--- config.mk ---
export PLATFORM = sky130hd
export DESIGN_NAME = sync_fifo
export DESIGN_NICKNAME = d
export VERILOG_FILES = /design/src/rtl/fifo_pkg.sv /design/src/rtl/sync_fifo_mem.sv /design/src/rtl/sync_fifo.sv
export SDC_FILE = /design/constraint.sdc
export NUM_CORES = 1
export LEC_CHECK = 0
export CAP_MARGIN = 40
export CORE_MARGIN = 2
export CORE_UTILIZATION = 60
export CTS_BUF_LIST = sky130_fd_sc_hd__clkbuf_4
export CTS_CLUSTER_DIAMETER = 150
export DETAILED_ROUTE_END_ITERATION = 8
export PLACE_DENSITY = 0.81
export SETUP_SLACK_MARGIN = 0.5
export SYNTH_ARGS = -nofsm -noshare
export SYNTH_HDL_FRONTEND = slang
export SYNTH_SLANG_ARGS = --single-unit
--- constraint.sdc ---
create_clock -name clk -period 3.8 [get_ports clk]
set_clock_uncertainty 0.15 [all_clocks]
set_input_delay 0.76 -clock clk [delete_from_list [all_inputs] [get_ports clk]]
set_output_delay 0.76 -clock clk [all_outputs]
set_load 0.1 [all_outputs]
--- src/rtl/fifo_pkg.sv ---
// Pointer arithmetic shared by the single-clock and gray-coded async FIFOs.
// Callers pass pointers zero-extended to 32 bits together with the address width.
package fifo_pkg;

    function automatic int DEPTH(input int addr_bits);
        return 1 << addr_bits;
    endfunction

    function automatic logic ptr_empty(input logic [31:0] wr, input logic [31:0] rd);
        return wr == rd;
    endfunction

    // Full when the address bits match but the wrap bits differ.
    function automatic logic ptr_full(input logic [31:0] wr, input logic [31:0] rd,
                                      input int addr_bits);
        logic [31:0] lo_mask;
        lo_mask = (32'd1 << addr_bits) - 32'd1;
        return ((wr & lo_mask) == (rd & lo_mask)) && (wr[addr_bits] != rd[addr_bits]);
    endfunction

endpackage

--- src/rtl/sync_fifo_mem.sv ---
// Simple dual-port RAM: one write port, one registered read port with read enable.
// No reset; contents and read register power up undefined.
module sync_fifo_mem #(
    parameter int DATA_BITS = 8,
    parameter int ADDR_BITS = 4
) (
    input  logic                 clk,
    input  logic                 wr_en,
    input  logic [ADDR_BITS-1:0] wr_addr,
    input  logic [DATA_BITS-1:0] wr_data,
    input  logic                 rd_en,
    input  logic [ADDR_BITS-1:0] rd_addr,
    output logic [DATA_BITS-1:0] rd_data
);
    import fifo_pkg::*;

    logic [DATA_BITS-1:0] mem [DEPTH(ADDR_BITS)];

    always_ff @(posedge clk) begin
        if (wr_en)
            mem[wr_addr] <= wr_data;
        if (rd_en)
            rd_data <= mem[rd_addr];
    end

endmodule

--- src/rtl/sync_fifo.sv ---
// Single-clock FIFO with wrap-bit pointers and a one-cycle registered read port.
module sync_fifo #(
    parameter int P_DATA_BITS = 8,
    parameter int P_ADDR_BITS = 4,
    parameter int P_AFULL     = 14,
    parameter int P_AEMPTY    = 2
) (
    input  logic                   clk,
    input  logic                   rst_n,
    input  logic                   wr_en,
    input  logic [P_DATA_BITS-1:0] wr_data,
    input  logic                   rd_en,
    output logic [P_DATA_BITS-1:0] rd_data,
    output logic                   rd_valid,
    output logic                   full,
    output logic                   empty,
    output logic                   almost_full,
    output logic                   almost_empty,
    output logic [P_ADDR_BITS:0]   count,
    output logic                   wr_err,
    output logic                   rd_err
);
    import fifo_pkg::*;

    localparam int PW = P_ADDR_BITS + 1;
    localparam logic [PW-1:0] AFULL_LVL  = PW'(P_AFULL);
    localparam logic [PW-1:0] AEMPTY_LVL = PW'(P_AEMPTY);

    logic [PW-1:0]          wr_ptr;
    logic [PW-1:0]          rd_ptr;
    logic                   wr_acc;
    logic                   rd_acc;
    logic                   rd_seen;
    logic [P_DATA_BITS-1:0] mem_q;

    assign empty        = ptr_empty(32'(wr_ptr), 32'(rd_ptr));
    assign full         = ptr_full(32'(wr_ptr), 32'(rd_ptr), P_ADDR_BITS);
    assign count        = wr_ptr - rd_ptr;
    assign almost_full  = (count >= AFULL_LVL);
    assign almost_empty = (count <= AEMPTY_LVL);
    assign wr_acc       = wr_en & ~full;
    assign rd_acc       = rd_en & ~empty;

    always_ff @(posedge clk or negedge rst_n) begin
        if (!rst_n) begin
            wr_ptr   <= '0;
            rd_ptr   <= '0;
            rd_valid <= 1'b0;
            wr_err   <= 1'b0;
            rd_err   <= 1'b0;
            rd_seen  <= 1'b0;
        end else begin
            if (wr_acc)
                wr_ptr <= wr_ptr + 1'b1;
            if (rd_acc)
                rd_ptr <= rd_ptr + 1'b1;
            if (rd_acc)
                rd_seen <= 1'b1;
            rd_valid <= rd_acc;
            wr_err   <= wr_en & full;
            rd_err   <= rd_en & empty;
        end
    end

    sync_fifo_mem #(
        .DATA_BITS (P_DATA_BITS),
        .ADDR_BITS (P_ADDR_BITS)
    ) u_mem (
        .clk     (clk),
        .wr_en   (wr_acc),
        .wr_addr (wr_ptr[P_ADDR_BITS-1:0]),
        .wr_data (wr_data),
        .rd_en   (rd_acc),
        .rd_addr (rd_ptr[P_ADDR_BITS-1:0]),
        .rd_data (mem_q)
    );

    // The RAM read register has no reset, so rd_data reads as zero until the
    // first pop after reset; afterwards it holds the last popped word.
    assign rd_data = rd_seen ? mem_q : '0;

endmodule

# After elaboration in Yosys (flattened, before gate mapping)
# Memories as Yosys holds them, arrays and structs flattened. A register that Yosys moved wholly into a read port is not among the register bits.
# Index checks and enable logic that the tools add are counted.
# Widths: inputs -> output; s select.
# totals
mem_bits_rw	128
output_inout_bits	20
register_bits	14
mem_count	1
# op_classes
n_eq_ne	3
n_reduce_logical	1
muxes	3
n_lt_le_gt_ge	2
bitwise	6
addsub	3
# mem_list
name	depth	width	rd	rd_clocked_by_memory_dff	wr	line_no	rtl
u_mem.mem	16	8	1	1	1	sync_fifo_mem.sv:17	logic [DATA_BITS-1:0] mem [DEPTH(ADDR_BITS)];
# op_table
op	count
$add 5x1->5 const B	2
$mux 8	1
$eq 5x5->1	1
$ge 5x4->1 const B	1
$le 5x2->1 const B	1
$sub 5x5->5	1
$and 1x1->1	4
$eq 4x4->1	1
$mux 1	2
$not 1->1	2
$logic_and 1x1->1	1
$ne 1x1->1	1

# Longest topological paths before layout
# depth
ltp_word	6
depth_mapped	8

# By module
# A second synthesis with hierarchy kept.
# hier_totals
cells_unflattened	311
area_unflattened_um2	6097.1
# modules_own_cells
module	cells_each	area_each_um2	instances
sync_fifo_mem	229	5227.5	1
sync_fifo	82	869.6	1

# Worst setup path after synthesis
# No wires, ideal clock.
# synth_path
path_kind	reg2out
from	reg rd_ptr[1]
to	out almost_empty
stages_incl_launch_ff	9
t_arrival_ns	4.895
path_slack_ns	-2.005
path_buffers	2
cell_sequence	dfrtp_1 -> buf_2 -> clkbuf_1 -> inv_1 -> fa_1 -> a21o_1 -> a21oi_1 -> xnor2_1 -> a211oi_1
# synth_via
elab_chain_len	2
# synth_rtl
element	line_no	rtl
start, declared	sync_fifo.sv:30	logic [PW-1:0] rd_ptr;
start signal, assigned	sync_fifo.sv:56	rd_ptr <= rd_ptr + 1'b1;
$sub 5x5->5	sync_fifo.sv:38	assign count = wr_ptr - rd_ptr;
named net count[4]	sync_fifo.sv:19	output logic [P_ADDR_BITS:0] count,
$le 5x2->1	sync_fifo.sv:40	assign almost_empty = (count <= AEMPTY_LVL);
end, declared	sync_fifo.sv:18	output logic almost_empty,
# The timed path passes the listed nets, and every way through them passes these cells.

# Worst setup path after layout
# layout_path
from	reg rd_ptr[1]
to	out almost_empty
# layout_via
elab_chain_len	2
# layout_rtl
element	line_no
$sub 5x5->5	sync_fifo.sv:38
$le 5x2->1	sync_fifo.sv:40
# No other way between the ends.

==> metrics.md <==
| Metric | Value |
|---|---|
| Synth cell count leaders | `edfxtp_1, mux2i_1, mux4_2` |
| Clock buffer count from CTS | `17` |
| Dominant cell type by area after synthesis | `edfxtp_1` |
| Worst Setup End Kind | `primary output` |
| CP required | `2890 ps` |
| First-pass GRT wire length | `around 19,000 um` |
| Mapped cell area | `between 6000 and 7000 um^2` |
| Row cnt | `36` |
| FMAX | `293 MHz` |
| Final setup fails | `0` |
| Syn Nets | `~350` |
| Core area | `a little under 10,000 um^2` |
| Final WS setup | `about 390 ps` |
| CP arrival | `about 2500 ps` |
| Post-synth EDFFs | `between 100 and 150` |
| Max cap viols | `0` |
| Via density | `between 6 and 7` |
| Iter 0 DRT Violations | `376` |
| Minimum clock period | `3410 ps` |
| Top FF cell, synth | `edfxtp_1` |
| Hpwl dp | `7980 um` |
| # DRC | `0` |
| TNS Setup | `0 ps` |
| Final hold violations | `0` |
| # diodes | `0` |
| Vias in the first global route | `about 3,400` |
| IO buf count | `31` |
| Fin Hold WS | `~430 ps` |
| Initial antenna violation count | `0` |
| CTS tree | `done` |
| I/O pin cnt | `32` |
| Die Height | `105 um` |
| Worst-path fanout max | `3` |
| RSZ-0062 raised after global routing | `yes` |
| Yosys reg bits | `150` |
| Status | `finished clean` |
| Synth-to-layout area growth | `18.3%` |
| Grt ovf | `0` |
| Sink Count | `150` |
| Die ar. | `approximately 11,000 um^2` |
| CTS H-tree lvls | `4` |
| DR vias | `around 3,300` |
| Dpl ws | `approximately 750 ps` |
| Hold/Removal Path Class | `reg2reg` |
| Seq/Total Area, Yosys | `approximately 72%` |
| Avg Cell Area, Syn | `approximately 19 um^2` |
| Gp weighted congestion | `0.857` |
| Synthesized instance count | `331` |
| Fillers | `550` |
| DIE WIDTH | `105 um` |
| Post-synth ARST share | `under 10%` |
| Hold Buf Count CTS | `0` |
| Total Routed Length | `12,600 um` |
| Final net count | `421` |
| Clock insertion delay at the later pin of the skew report | `approximately 520 ps` |
| CTS Root Cell | `clkbuf_4` |
| Synth top area cells | `edfxtp_1, mux4_2, dfrtp_1, mux2i_1, mux4_1` |
| Distinct cells, synth | `between 40 and 50` |
| Synth top area share | `between 60% and 70%` |
| Flip-flop and latch area | `4440 um^2` |
| Remaining antenna violation count | `0` |
| CP Class | `reg2out` |
| Area of the multi-input gates | `between 1500 and 2000 um^2` |
| Crit start category | `flop` |
| Synth Warn # | `0` |
| Slew margin rel. | `between 50% and 60%` |
| Clock buffer depth | `2` |
| Initial Util | `between 60 and 70%` |
| Avg WL per Cell | `roughly 23 um` |
| Tcrit/Tclk final | `about nine tenths` |
| Largest net degree at the start of global routing | `43` |
| Final Max Slew Viols | `0` |
| Gr usage total | `between 20% and 30%` |
| Top-count cell post-synth | `edfxtp_1` |
| Slew @ Worst Pin | `~700 ps` |
| DR pass1 iterations | `5` |
| Layout cells sized above 1 | `between 30% and 40%` |
| Clk slew on worst S/H paths | `~110 ps` |
| Core Util, Final | `around three quarters` |
cells by family after synthesis:
logic type                 count (synthesis)  share of synthesized area, %
buffers and inverters                     28                          2.48
xor gates and xnor gates                  12                          1.83
and+or+nand+nor                           47                          4.18
muxes                                     48                          13.1
adders and majority gates                 10                          2.15
DFF                                      150                          72.0
AOI/OAI and AO/OA                         36                          4.29
state kept, by name (all words and copies together) (netlist names):
signal,cells
wr_err,1
rd_ptr,5
u_mem.rd_data,8
u_mem.mem,128
wr_ptr,5
rd_err,1
rd_seen,1
rd_valid,1
area by class of cell:
class / instances / share of cell area [%]
clock inverters: 12 / 1.79
flip-flops and latches: 150 / 60.9
clock buffers: 20 / 2.06
well taps: 133 / 2.28
multi-input cells: 153 / 23.2
inverters: 14 / 0.790
repair buffers: 63 / 8.93
metal layers:
layer  track usage [%]  share of wire (%)  vias to the layer above
li1                  -                  -                     1464
met2              37.7                 50                      158
met4              9.52                2.2                        0
met1              32.6                 41                     1688
met5                 0                  0                        -
met3              6.06                6.8                       26
cell usage in the layout, fill, tap and decap left out, types with 3 or more instances in the layout:
cell             netlist  routed
and2_1                 9       8
xnor2_1                8       7
edfxtp_1             136     136
nand4_1                4       4
a32oi_1                8       8
buf_8                  0       3
and3_1                 4       4
o21ai_1                8       8
dfrtp_2                0       5
mux2i_1               24      24
mux4_1                 7       7
clkdlybuf4s50_1        0      14
nand2_1                5       5
nor4_1                 4       4
buf_4                  1      35
nor3_1                 6       6
dfrtp_1               14       9
clkinvlp_4             0       4
inv_1                 13       9
mux4_2                17      17
a22oi_1                8       8
ha_1                   9       5
clkbuf_4               0      20
nor2_1                 7       5
buf_12                 2       9
inv_2                  1       3
worst max-delay path, stage by stage (launching register included):
cell,delay [ps]
dfrtp_2,440
inv_4,80
ha_4,200
nor2b_4,120
o21a_1,210
or3_4,430
a211oi_4,300
buf_12,210
repair_timing:
item | CTS | global route
setup endpoints to repair | 6 | 6
resized for setup | 9 | 10
gates cloned | 0 | 0
pin swaps | 6 | 5
setup buffers | 7 | 9
metrics by stage:
stage               cells  cell area [um^2]
floorplan             331              6250
global placement      494              6790
detailed placement    497              6840
CTS                   536              7180
global route          545              7290
finish                545              7290
worst paths after layout:
| kind | slack [ps] | start | endpoint | cells past startpoint |
|---|---|---|---|---|
| max reg2reg | 1070 | rd_ptr[3] | u_mem.mem[10][3] | 7 |
| min | 430 | rd_ptr[4] | rd_ptr[4] | 1 |
| min reg2reg | 430 | rd_ptr[4] | rd_ptr[4] | 1 |
| max | 390 | rd_ptr[1] | almost_empty | 7 |
| max in group asynchronous | 2500 | rst_n | wr_ptr[2] | 1 |
| min in group asynchronous | 490 | rst_n | rd_seen | 1 |
Power is left out: the tool's default activity adds up to more than one toggle a clock period on the data nets, which glitch-free logic cannot reach.
